<file path="config.mk">
export PLATFORM = sky130hd
export DESIGN_NAME = seq_code_counter
export DESIGN_NICKNAME = d
export VERILOG_FILES = /design/src/rtl/seq_code_pkg.sv /design/src/rtl/seq_code_table.sv /design/src/rtl/seq_code_counter.sv
export SDC_FILE = /design/constraint.sdc
export NUM_CORES = 1
export LEC_CHECK = 0
export BUFFER_PORTS_ARGS = -buffer_cell sky130_fd_sc_hd__clkbuf_2
export CAP_MARGIN = 40
export CORE_UTILIZATION = 30
export DETAILED_ROUTE_END_ITERATION = 6
export GPL_TIMING_DRIVEN = 0
export PLACE_DENSITY = 0.52
export SYNTH_ARGS = -nofsm -noshare
export SYNTH_HDL_FRONTEND = slang
export SYNTH_SLANG_ARGS = --single-unit
export TNS_END_PERCENT = 10
</file>
<file path="constraint.sdc">
create_clock -name CLK -period 2.85 [get_ports CLK]
set_input_delay 0.855 -clock CLK [delete_from_list [all_inputs] [get_ports CLK]]
set_output_delay 0.855 -clock CLK [all_outputs]
set_load 0.005 [all_outputs]
</file>
<file path="src/rtl/seq_code_pkg.sv">
// Shared definitions for the programmable code-sequence counter:
// end-of-range modes, the power-on table contents and the legacy code sequence.
package seq_code_pkg;

  typedef enum logic {
    MODE_WRAP = 1'b0,
    MODE_SAT  = 1'b1
  } mode_e;

  localparam int unsigned LEGACY_LEN = 16;

  // Code sequence of the former fixed counter, used to seed the table in the field
  localparam logic [3:0] LEGACY_SEQ [LEGACY_LEN] = '{
    4'h5, 4'hC, 4'h0, 4'h8, 4'h6, 4'h8, 4'h5, 4'hF,
    4'h9, 4'hD, 4'h9, 4'hE, 4'hC, 4'h7, 4'hF, 4'hC
  };

  // Power-on table entry i: i mod 2^data_w
  function automatic logic [63:0] default_code(input int unsigned i,
                                               input int unsigned data_w);
    logic [63:0] mask;
    mask = (64'd1 << data_w) - 64'd1;
    return 64'(i) & mask;
  endfunction

endpackage

</file>
<file path="src/rtl/seq_code_table.sv">
// DEPTH x DATA_W sequence table: synchronous reset to default codes,
// synchronous write, one asynchronous read port.
module seq_code_table
  import seq_code_pkg::*;
#(
  parameter int unsigned DATA_W = 4,
  parameter int unsigned DEPTH  = 16,
  parameter int unsigned IDX_W  = 4
) (
  input  logic              CLK,
  input  logic              RST,
  input  logic              WE,
  input  logic [IDX_W-1:0]  WADDR,
  input  logic [DATA_W-1:0] WDATA,
  input  logic [IDX_W-1:0]  RADDR,
  output logic [DATA_W-1:0] RDATA
);

  logic [DATA_W-1:0] mem [DEPTH];

  // Reset has priority: a write presented during reset is discarded
  always_ff @(posedge CLK) begin
    if (RST) begin
      for (int unsigned i = 0; i < DEPTH; i++) begin
        mem[IDX_W'(i)] <= DATA_W'(default_code(i, DATA_W));
      end
    end else if (WE) begin
      mem[WADDR] <= WDATA;
    end
  end

  assign RDATA = mem[RADDR];

endmodule

</file>
<file path="src/rtl/seq_code_counter.sv">
// Up/down counter stepping an index through a programmable code table,
// with programmable active length, wrap/saturate ends and terminal-count pulse.
module seq_code_counter
  import seq_code_pkg::*;
#(
  parameter int unsigned DATA_W    = 4,
  parameter int unsigned DEPTH     = 16,
  parameter int unsigned IDX_W     = 4,
  parameter int unsigned RESET_IDX = 0
) (
  input  logic              CLK,
  input  logic              RST,
  input  logic              CE,
  input  logic              UP,
  input  logic              LOAD,
  input  logic [IDX_W-1:0]  DAT_I,
  input  logic [IDX_W-1:0]  LAST_I,
  input  logic              SAT_I,
  input  logic              WE,
  input  logic [IDX_W-1:0]  WADDR,
  input  logic [DATA_W-1:0] WDATA,
  output logic [DATA_W-1:0] DATA_O,
  output logic [IDX_W-1:0]  IDX_O,
  output logic              TC_O
);

  logic [IDX_W-1:0] idx_q;
  logic [IDX_W-1:0] idx_nxt;
  logic             tc_q;
  logic             tc_nxt;
  logic             sat;

  assign sat = (mode_e'(SAT_I) == MODE_SAT);

  // An index left above LAST_I by a range shrink counts as at-top going up
  // and clamps to LAST_I going down; it is not moved until the next step/load.
  always_comb begin
    idx_nxt = idx_q;
    tc_nxt  = 1'b0;
    if (LOAD) begin
      idx_nxt = (DAT_I > LAST_I) ? LAST_I : DAT_I;
    end else if (CE) begin
      if (UP) begin
        if (idx_q < LAST_I) begin
          idx_nxt = idx_q + IDX_W'(1);
        end else begin
          idx_nxt = sat ? LAST_I : '0;
          tc_nxt  = 1'b1;
        end
      end else begin
        if (idx_q == '0) begin
          idx_nxt = sat ? '0 : LAST_I;
          tc_nxt  = 1'b1;
        end else if (idx_q > LAST_I) begin
          idx_nxt = LAST_I;
        end else begin
          idx_nxt = idx_q - IDX_W'(1);
        end
      end
    end
  end

  always_ff @(posedge CLK) begin
    if (RST) begin
      idx_q <= IDX_W'(RESET_IDX);
      tc_q  <= 1'b0;
    end else begin
      idx_q <= idx_nxt;
      tc_q  <= tc_nxt;
    end
  end

  seq_code_table #(
    .DATA_W (DATA_W),
    .DEPTH  (DEPTH),
    .IDX_W  (IDX_W)
  ) u_table (
    .CLK   (CLK),
    .RST   (RST),
    .WE    (WE),
    .WADDR (WADDR),
    .WDATA (WDATA),
    .RADDR (idx_q),
    .RDATA (DATA_O)
  );

  assign IDX_O = idx_q;
  assign TC_O  = tc_q;

endmodule

</file>
---- Word-level counts from Yosys, hierarchy flattened ----
Memories as Yosys holds them, arrays and structs flattened. A register that Yosys moved wholly into a read port is not among the register bits.
Cells that the tools add are included.
storage, ports and cells
  flip-flop bits (word level) ............. 5
  RAM bits ................................ 64
  bits of input ports ..................... 23
  output and inout bits ................... 9
  logic and storage cells ................. 35
  memories ................................ 1
cells by class
  add/subtract/negate cells ............... 2
  $lt $le $gt $ge ......................... 3
  mux-type cells .......................... 22
  bitwise gates (word level) .............. 1
  reduce and logical (&&, ||, !) cells .... 4
memory list
  memory       words  width  read ports  clocked after Yosys merged registers in  wr ports  line                  source
  u_table.mem  16     4      1           1                                        16        seq_code_table.sv:19  logic [DATA_W-1:0] mem [DEPTH];
operator list
  kind                 count
  $mux 4               13
  $mux 1               9
  $gt 4x4->1           2
  $add 4x1->4 const B  1
  $logic_not 4->1      1
  $lt 4x4->1           1
  $reduce_or 4->1      1
  $sub 4x1->4 const B  1
  $reduce_or 3->1      1
  $reduce_bool 2->1    1
  $not 1->1            1

---- Logic depth before layout (Yosys ltp) ----
  word-level depth ........................ 8
  gate-level depth with buffers ........... 8
  mapped depth without buffers ............ 7

---- Modules after synthesis ----
A second synthesis with hierarchy kept.
unflattened totals
  cell total of the unflattened synthesis .. 330
  area, all modules ....................... 3980.1 um2
by module, submodules not included
  module            times used  cells an instance  area each (um2)  sequential area each (um2)
  seq_code_table    1           218                3134.3           1921.8
  seq_code_counter  1           112                845.8            100.1

---- Least setup slack after synthesis ----
OpenSTA, ideal clock, no wires.
  path kind ............................... register to output
  start point ............................. register (tool-made name)
  end point ............................... output DATA_O[0]
  data arrival time ....................... 1.603 ns
  path slack .............................. 0.392 ns
  cell stages (with the launch flop) ...... 5
  buffers on the path ..................... 2
  cells stage by stage .................... dfxtp_1 -> buf_4 -> buf_6 -> mux4_2 -> mux4_2
RTL lines
  item              line                    source
  end: declaration  seq_code_counter.sv:22  output logic [DATA_W-1:0] DATA_O,

==> flow_summary.ini <==
[floorplanning]
start_util_pct = 30.88
core-area_um2 = 12670
io_pins = 32
num_rows = 41
die_h_um = 116.2
dieArea_um2 = 13500
die_w_um = 116.2

[layout]
drive_gt1_share_pct = 26.16
diodes = 0
post-route-cell-area_um2 = 4746
area_delta_synth_final_pct = 21.30
most-common-layout-cells = 64 x edfxtp_1, 32 x or3_1, 32 x and2_1
mostFrequentLayoutCell = edfxtp_1
nets = 395

[synth]
ys_seq_area_share_pct = 53.73
ys_ff_latch = 73
synth-main-ff-cell = edfxtp_1
synth.distinct_cells = 42
yosysWarnings = 0
synth_edf_count = 64
syn-mean-instance-area_um2 = 12.38
syn_inst = 316
yosys.area.top_type = edfxtp_1
async_reset_ff_share_pct = 0
yosysTopAreaCellShare_pct = 49.12
syn_area_um2 = 3913
ys_top_cells_by_area = edfxtp_1 49%, mux4_2 12%, and2_1 5.1%
syn-num-nets = 349

[pwr]
irDropWorstVdd_mv = 0.3380
power_density_nw_per_um2 = 652.5
leakagePower_nw = 1.714

[clocking]
cts_buffer_depth = 2
worstSkewPairLatency_ps = 330
htreeDepth = 3
cts-buffers-inserted = 9
cts.sinks = 73
cts_tree = built
ctsRootBufferMaster = clkbuf_16
clkTransAtPathRegs_ps = 60

[timing]
grt_setup_unrepaired = yes
layout_min_cycle_time_ps = 3015
fin_ws_ps = -165.1
tightest_slew_ps = 658.8
max_freq_ghz = 0.3317
slew_headroom_pct = 55.68
finalSetupViolCount = 4
slew_violations = 0
finalCritPeriodShare_pct = 105.8
hold_viol = 0
skew_ps = 3.942

[global_routing]
grt_pass1_wl_um = 15650
grt_usage_pct = 16.14
grt-ovfl-total = 0
antenna_found_initial = 0
grt_max_degree = 13
first_global_vias = 2876

[placed_design]
gp_congestion = 0.7879
dp_hpwl_um = 7236
dpl_cell_area_um2 = 4278
dp_slack_ps = -57.84
io_buffers = 30

[detailed_routing]
vias_per_cell = 5.072
drcViolationCount = 0
vias = 2734
drt_iter0_markers = 168
drtAntennaViolNets = 0
wl_um = 9920
wire_per_inst_um = 18.40
dr.pass1.iters = 4

[worst_setup_path]
worst_setup_path_start_kind = flip-flop
timing.critical_path.buf_inv = 4
required_ps = 2000
crit_path_top_delay_cell = mux4_2
worstPathMaxFanout = 5
max_stage_delay_ps = 520
arrival_ps = 2160
crit_type = flip-flop to output port
rr_startpoint = IDX_O[3]
ff2ff_path_depth = 6
crit_chain = buf_6 > buf_12 > buf_12 > mux4_2 > mux4_2 > clkbuf_2
rrSetupSlack_ps = 540
setup.worst_path.end_class = output port
critPathTopFamily = multiplexers

[run]
cap_violations = 0

[outcome]
violations = setup timing
outcome = finished, violations left

[hold_path]
hold_path.startpoint = IDX_O[0]
hp-class = flip-flop to flip-flop
whs_path_depth = 2
repair_timing:
| item | in CTS | in global routing |
|---|---|---|
| setup buffers | 5 | 0 |
| pin swaps | 0 | 0 |
| gates cloned | 1 | 0 |
| resized for setup | 7 | 0 |
| hold buffers | 0 | 0 |
| setup endpoints to repair | 4 | 4 |
cell usage after synthesis, types with 2 or more instances:
cell type,instances
o21ai_0,2
inv_1,7
mux2i_1,2
xor2_1,3
and2_1,32
or2_2,15
nand4_1,3
nor3_1,10
a21oi_1,9
ha_1,10
and3_1,3
or3_1,32
clkbuf_1,15
o211ai_1,3
nand3_1,6
nor2b_1,3
buf_6,2
a21o_1,3
dfxtp_1,9
nor2_1,17
mux4_2,20
a311oi_1,2
nand2_1,14
edfxtp_1,64
a311o_1,2
nand2b_1,8
a211oi_1,4
buf_2,2
where the power goes:
part           internal, mW  total [mW]  switching (mW)
clock network         0.926        1.34           0.418
logic                 0.233       0.477           0.244
registers              1.23        1.28          0.0447
total                  2.39        3.10           0.707
cell type report:
class / instances / area [um^2]
Buffer: 20 / 111.4
Clock buffer: 12 / 266.5
Clock inverter: 4 / 97.59
Fill cell: 1268 / 7925
Inverter: 7 / 26.28
Multi-Input combinational cell: 215 / 1684
Sequential cell: 73 / 2105
Tap cell: 172 / 215.2
Timing Repair Buffer: 36 / 240.2
metal layers:
metal | vias to the layer above | GRT usage, % | wire length [um]
met2 | 86 | 26.51 | 4878
met3 | 4 | 4.359 | 570
met1 | 1365 | 20.88 | 4412
met5 | - | 0 | 0
li1 | 1279 | - | -
met4 | 0 | 4.786 | 58
kinds of logic (layout without fill, tap and decap cells):
kind of cell / count (synthesis) / after routing / synth area share [%]
AND/OR/NAND/NOR: 149 / 149 / 21.59
flip-flops: 73 / 73 / 53.73
AO/OA/AOI/OAI: 31 / 31 / 5.565
buffers and inverters: 28 / 79 / 3.230
multiplexers: 22 / 22 / 12.02
adder cells (fa/ha/maj): 10 / 10 / 3.198
XOR/XNOR: 3 / 3 / 0.6717
state kept, by name (all words and copies together), names as in the netlist, named ones only:
name,cells
TC_O,1
IDX_O,4
u_table.mem,64
worst reg2reg max path, stage by stage, from the launching register on:
cell and delay [ps]:
dfxtp_1 500, ha_1 330, a21oi_1 190, clkbuf_1 380, nand3_1 140, a311o_1 360, a311oi_1 290
metrics by stage:
stage / utilization, % / TNS (ps) / total power [mW] / std cells / hold WS, ps
CTS: 37.45 / -593.8 / 3.118 / 539 / 778.1
detailed placement: 33.76 / -197.6 / 1.735 / 518 / 752.7
floorplan: - / 0 / 1.567 / 316 / 663.7
global placement: 33.76 / -152.9 / 1.729 / 518 / 760.7
global route: 37.45 / -728.4 / 3.205 / 539 / 824.7
finish: 37.45 / -572.3 / 3.097 / 539 / 775.6
worst max-delay path by stage:
stage	start	slack [ps]	cells past startpoint	endpoint
global placement	flip-flop	-40	5	DATA_O[3]
detailed placement	flip-flop	-60	5	DATA_O[3]
CTS	flip-flop	-160	6	DATA_O[3]
finish	flip-flop	-170	6	DATA_O[3]
floorplan	flip-flop	390	4	DATA_O[0]
global route	flip-flop	-200	6	DATA_O[3]
No activity file was read; power rests on OpenSTA's default activity.
